===== src/rtl/triangle_scan_pkg.sv =====
// triangle_scan_pkg: shared coordinate width, FSM states and screen defaults
package triangle_scan_pkg;
    localparam int COORD_W = 12;
    localparam int SCREEN_W_DEF = 640;
    localparam int SCREEN_H_DEF = 480;
    typedef enum logic [1:0] {IDLE, BBOX, SCAN} state_t;
endpackage


===== src/rtl/minmax3.sv =====
// minmax3: combinational signed minimum and maximum of three coordinates
module minmax3
    import triangle_scan_pkg::*;
(
    input  logic signed [COORD_W-1:0] a,
    input  logic signed [COORD_W-1:0] b,
    input  logic signed [COORD_W-1:0] c,
    output logic signed [COORD_W-1:0] mn,
    output logic signed [COORD_W-1:0] mx
);
    logic signed [COORD_W-1:0] ab_mn, ab_mx;
    always_comb begin
        ab_mn = (a < b) ? a : b;
        ab_mx = (a > b) ? a : b;
        mn = (c < ab_mn) ? c : ab_mn;
        mx = (c > ab_mx) ? c : ab_mx;
    end
endmodule


===== src/rtl/triangle_scan.sv =====
// triangle_scan: latches a triangle, clamps its bounding box to the screen and
// streams every pixel of that box row-major to a point-in-triangle stage
module triangle_scan
    import triangle_scan_pkg::*;
#(
    parameter int SCREEN_W = SCREEN_W_DEF,
    parameter int SCREEN_H = SCREEN_H_DEF
)
(
    input  logic               clk,
    input  logic               rst,
    input  logic [COORD_W-1:0] v1x,
    input  logic [COORD_W-1:0] v1y,
    input  logic [COORD_W-1:0] v2x,
    input  logic [COORD_W-1:0] v2y,
    input  logic [COORD_W-1:0] v3x,
    input  logic [COORD_W-1:0] v3y,
    input  logic               tri_valid,
    output logic               tri_ready,
    output logic [COORD_W-1:0] p1x,
    output logic [COORD_W-1:0] p1y,
    output logic [COORD_W-1:0] p2x,
    output logic [COORD_W-1:0] p2y,
    output logic [COORD_W-1:0] p3x,
    output logic [COORD_W-1:0] p3y,
    output logic [COORD_W-1:0] px,
    output logic [COORD_W-1:0] py,
    output logic               pix_valid,
    input  logic               pix_ready,
    output logic               pix_last,
    output logic               tri_empty
);
    localparam logic signed [COORD_W:0] XLIM = (COORD_W+1)'(SCREEN_W - 1);
    localparam logic signed [COORD_W:0] YLIM = (COORD_W+1)'(SCREEN_H - 1);

    state_t state_q, state_d;
    logic [COORD_W-1:0] xmin, xmax, ymin, ymax;
    logic signed [COORD_W-1:0] xmn, xmx, ymn, ymx;
    logic signed [COORD_W:0] xmn_e, xmx_e, ymn_e, ymx_e, xlo, xhi, ylo, yhi;
    logic empty, accept, hs;

    minmax3 u_mmx (.a(p1x), .b(p2x), .c(p3x), .mn(xmn), .mx(xmx));
    minmax3 u_mmy (.a(p1y), .b(p2y), .c(p3y), .mn(ymn), .mx(ymx));

    // Widen by one bit so the clamp compares stay signed across the screen limit
    assign xmn_e = {xmn[COORD_W-1], xmn};
    assign xmx_e = {xmx[COORD_W-1], xmx};
    assign ymn_e = {ymn[COORD_W-1], ymn};
    assign ymx_e = {ymx[COORD_W-1], ymx};

    always_comb begin
        xlo = xmn_e[COORD_W] ? '0 : xmn_e;
        xhi = (xmx_e > XLIM) ? XLIM : xmx_e;
        ylo = ymn_e[COORD_W] ? '0 : ymn_e;
        yhi = (ymx_e > YLIM) ? YLIM : ymx_e;
        empty = (xlo > xhi) || (ylo > yhi);
        tri_ready = state_q == IDLE;
        pix_valid = state_q == SCAN;
        pix_last = pix_valid && px == xmax && py == ymax;
        accept = tri_ready && tri_valid;
        hs = pix_valid && pix_ready;
        state_d = state_q;
        case (state_q)
            IDLE: state_d = accept ? BBOX : IDLE;
            BBOX: state_d = empty ? IDLE : SCAN;
            SCAN: state_d = (hs && pix_last) ? IDLE : SCAN;
            default: state_d = IDLE;
        endcase
    end

    always_ff @(posedge clk) begin
        if (rst) state_q <= IDLE;
        else state_q <= state_d;
    end

    always_ff @(posedge clk) begin
        if (rst) begin
            {p1x, p1y, p2x, p2y, p3x, p3y} <= '0;
            {xmin, xmax, ymin, ymax} <= '0;
            px <= '0;
            py <= '0;
            tri_empty <= 1'b0;
        end else begin
            tri_empty <= state_q == BBOX && empty;
            if (accept) {p1x, p1y, p2x, p2y, p3x, p3y} <= {v1x, v1y, v2x, v2y, v3x, v3y};
            if (state_q == BBOX && !empty) begin
                xmin <= xlo[COORD_W-1:0];
                xmax <= xhi[COORD_W-1:0];
                ymin <= ylo[COORD_W-1:0];
                ymax <= yhi[COORD_W-1:0];
                px <= xlo[COORD_W-1:0];
                py <= ylo[COORD_W-1:0];
            end else if (hs) begin
                // After the final pixel the counters park back at the box origin
                px <= (px == xmax) ? xmin : px + COORD_W'(1);
                py <= pix_last ? ymin : (px == xmax) ? py + COORD_W'(1) : py;
            end
        end
    end
endmodule


===== config.mk =====
export PLATFORM = sky130hd
export DESIGN_NAME = triangle_scan
export DESIGN_NICKNAME = d
export VERILOG_FILES = /design/src/rtl/triangle_scan_pkg.sv /design/src/rtl/minmax3.sv /design/src/rtl/triangle_scan.sv
export SDC_FILE = /design/constraint.sdc
export NUM_CORES = 1
export LEC_CHECK = 0
export ABC_AREA = 1
export CAP_MARGIN = 10
export CORE_UTILIZATION = 40
export CTS_CLUSTER_DIAMETER = 60
export DETAILED_ROUTE_END_ITERATION = 10
export PLACE_DENSITY = 0.65
export SYNTH_ARGS = -nofsm -noshare
export SYNTH_HDL_FRONTEND = slang
export SYNTH_HIERARCHICAL = 1
export SYNTH_SLANG_ARGS = --single-unit
export TNS_END_PERCENT = 5

===== constraint.sdc =====
create_clock -name clk -period 5.05 [get_ports clk]
set_input_delay 0.505 -clock clk [delete_from_list [all_inputs] [get_ports clk]]
set_output_delay 0.505 -clock clk [all_outputs]
set_load 0.02 [all_outputs]

==> impl_metrics.json <==
{
  "outcome": "finished with violations",
  "failed_checks": "setup timing",
  "finalNonFillerCells": 2421,
  "place_inst": 2321,
  "antenna_found_initial": 3,
  "yosysTopAreaCellShare_pct": 27.5,
  "crit_top_cell": "nand2_1",
  "core_mm2": 0.0260,
  "min_from": "xmax[11]$_SDFFE_PP0P_",
  "numCtsBuffers": 17,
  "ctsHoldBuffers": 0,
  "cts_buffer_depth": 2,
  "ys_ff_latch": 145,
  "holdWs_ns": 0.454,
  "setup_slack_ns": -0.304,
  "synthSimpleGateAreaFrac_pct": 33.2,
  "synth_fa_ha_area_share_pct": 11.1,
  "crit_path_end_kind": "flop",
  "htreeDepth": 4,
  "rsz0062_at_grt": "yes",
  "synth_cells": 1663,
  "rr_startpoint": "p1y[0]$_SDFFE_PP0P_",
  "final_common_cell": "nand2_1",
  "chipWidth_um": 165,
  "place_area_mm2": 0.0142,
  "clk_pin_slew_worst_paths_ns": 0.06,
  "grt_pass1_vias": 12100,
  "syn_area_mm2": 0.0106,
  "synth-compound-area-share_pct": 14.7,
  "port_buffers": 175,
  "viasPerCell": 5.14,
  "io_pins": 176,
  "initial_utilization_pct": 40.7,
  "synth-xor-area-share_pct": 2.49,
  "tightest_slew_ns": 0.880,
  "start_kind": "flop",
  "layout.nets": 2243,
  "antenna_cells": 0,
  "synth_top_family_by_area": "simple AND/OR/NAND/NOR gates",
  "num_vias": 12400,
  "max_slew_margin_pct": 41.3,
  "dieArea_mm2": 0.0271,
  "cts_tree": "done",
  "wl_um": 38100,
  "fin_skew_ns": 0.0144,
  "place.gp.congestion": 0.927,
  "worst_ep_required_time_ns": 5.38,
  "min_path_type": "flop to flop",
  "max_stage_delay_ns": 0.32,
  "ys.flop_type": "dfxtp_1",
  "fin_crit_sh_pct": 106,
  "clkLatencyLatePin_ns": 0.44,
  "slew_violations": 0,
  "synth_nets": 1833,
  "cap_violations": 0,
  "period_minus_slack_ns": 5.35,
  "final_cell_mix": "nand2_1, buf_4, nor2_1",
  "drt_iter0_drc": 768,
  "die_h_um": 165,
  "ant_nets": 0,
  "arrival_ns": 5.68,
  "root_buffer": "clkbuf_16",
  "grt_max_degree": 75,
  "fmax_mhz": 187,
  "grt_pass1_wl_um": 61100,
  "worstPathMaxFanout": 8,
  "post-route-util_pct": 63.0,
  "area_growth_pct": 54.7,
  "synth.area.mux_share_pct": 0,
  "ys_async_sr_fraction_pct": 0,
  "hold_viol": 0,
  "first_pass_iters": 6,
  "yosys-top-cells-area": "dfxtp_1, nand2_1, ha_1, nor2_1, o21ai_0",
  "yosysSeqAreaShare_pct": 27.5,
  "critPathKind": "flop to flop",
  "fin_area_mm2": 0.0164,
  "dp_hpwl_um": 26800,
  "yosysTopAreaCell": "dfxtp_1",
  "routedWlPerCell_um": 15.7,
  "postSynthAreaPerCell_um2": 6.36,
  "grt_use_total_pct": 28.5,
  "drive_gt1_share_pct": 28.1,
  "yosysWarningCount": 6,
  "timing.critical_path.from": "p1y[0]$_SDFFE_PP0P_",
  "netlist-cell-type-count": 37,
  "critPathSlowestCell": "dfxtp_1",
  "grt-ovfl-total": 0,
  "synth_edf_count": 0,
  "clock-sinks": 145,
  "finalSetupViolCount": 70,
  "remaining_drc_errors": 0,
  "fp-row-count": 59
}
## cell type report
type,count,area [um2]
fillers,2287,9620
multi-input cells,1246,7510
repair buffers,463,4100
flip-flops and latches,145,2940
inverters,199,754
clock buffers,19,454
well taps,335,419
clock inverters,13,174
repair inverters,1,7.51
## worst max-delay path, delay by kind of cell (launching register included)
| kind | cells | cell delay, ns |
|---|---|---|
| simple gates | 23 | 2.25 |
| buf+inv | 9 | 1.15 |
| compound gates | 7 | 0.78 |
| fa+ha+maj | 3 | 0.77 |
| flops | 1 | 0.32 |
## state kept, by name, indices dropped and copies added (netlist names)
signal     flops
p2x           12
tri_empty      1
p3x           12
p1x           12
p3y           12
xmax          12
p1y           12
state_q        2
p2y           12
ymin          11
xmin          11
ymax          12
py            12
px            12
## metal layers
metal  up-vias  global-route usage [%]  wire length, um
met5         -                       0                0
met4         0                    11.9             1440
met3       112                    5.20             2170
met2       431                    50.4            18400
met1      5697                    33.7            16000
li1       6199                       -                -
## per-stage QoR
step | setup WS [ns] | setup TNS, ns
final | -0.304 | -10.66
after global routing | -0.582 | -30.27
after CTS | -0.0257 | -0.0934
after detailed placement | -0.598 | -37.14
after global placement | -0.464 | -26.59
after floorplan | 0.00385 | 0
## worst paths after layout
path | end | cells after the start | slack, ns
setup reg to reg | py[9]$_SDFFE_PP0P_ | 42 | -0.30
hold / removal | xmax[11]$_SDFFE_PP0P_ | 2 | 0.45
setup / recovery | py[9]$_SDFFE_PP0P_ | 42 | -0.30
hold reg to reg | xmax[11]$_SDFFE_PP0P_ | 2 | 0.45
## cells in the mapped netlist (all sizes together), types with 20 or more instances
cell	number
a21oi	105
nand4	39
dfxtp	145
inv	199
buf	34
nand3	104
ha	94
xor2	20
clkbuf	43
o21ai	174
nor2	304
nand2	352
## cells by family (layout without fill, tap and decap cells)
group / Yosys count / in the layout
and+or+nand+nor: 820 / 821
AOI/OAI and AO/OA: 298 / 301
buffers and inverters: 276 / 695
DFF: 145 / 145
adders and majority gates: 94 / 94
xor gates and xnor gates: 30 / 30
## timing repair
action,in CTS,in global routing
pin swaps,86,43
cloned,8,0
resized for setup,194,59
hold endpoints to repair,0,0
setup buffers,49,11
setup endpoints to repair,72,72
Power is not shown: default switching activity piles up to over one toggle a cycle in this logic, so the estimate is an artifact.
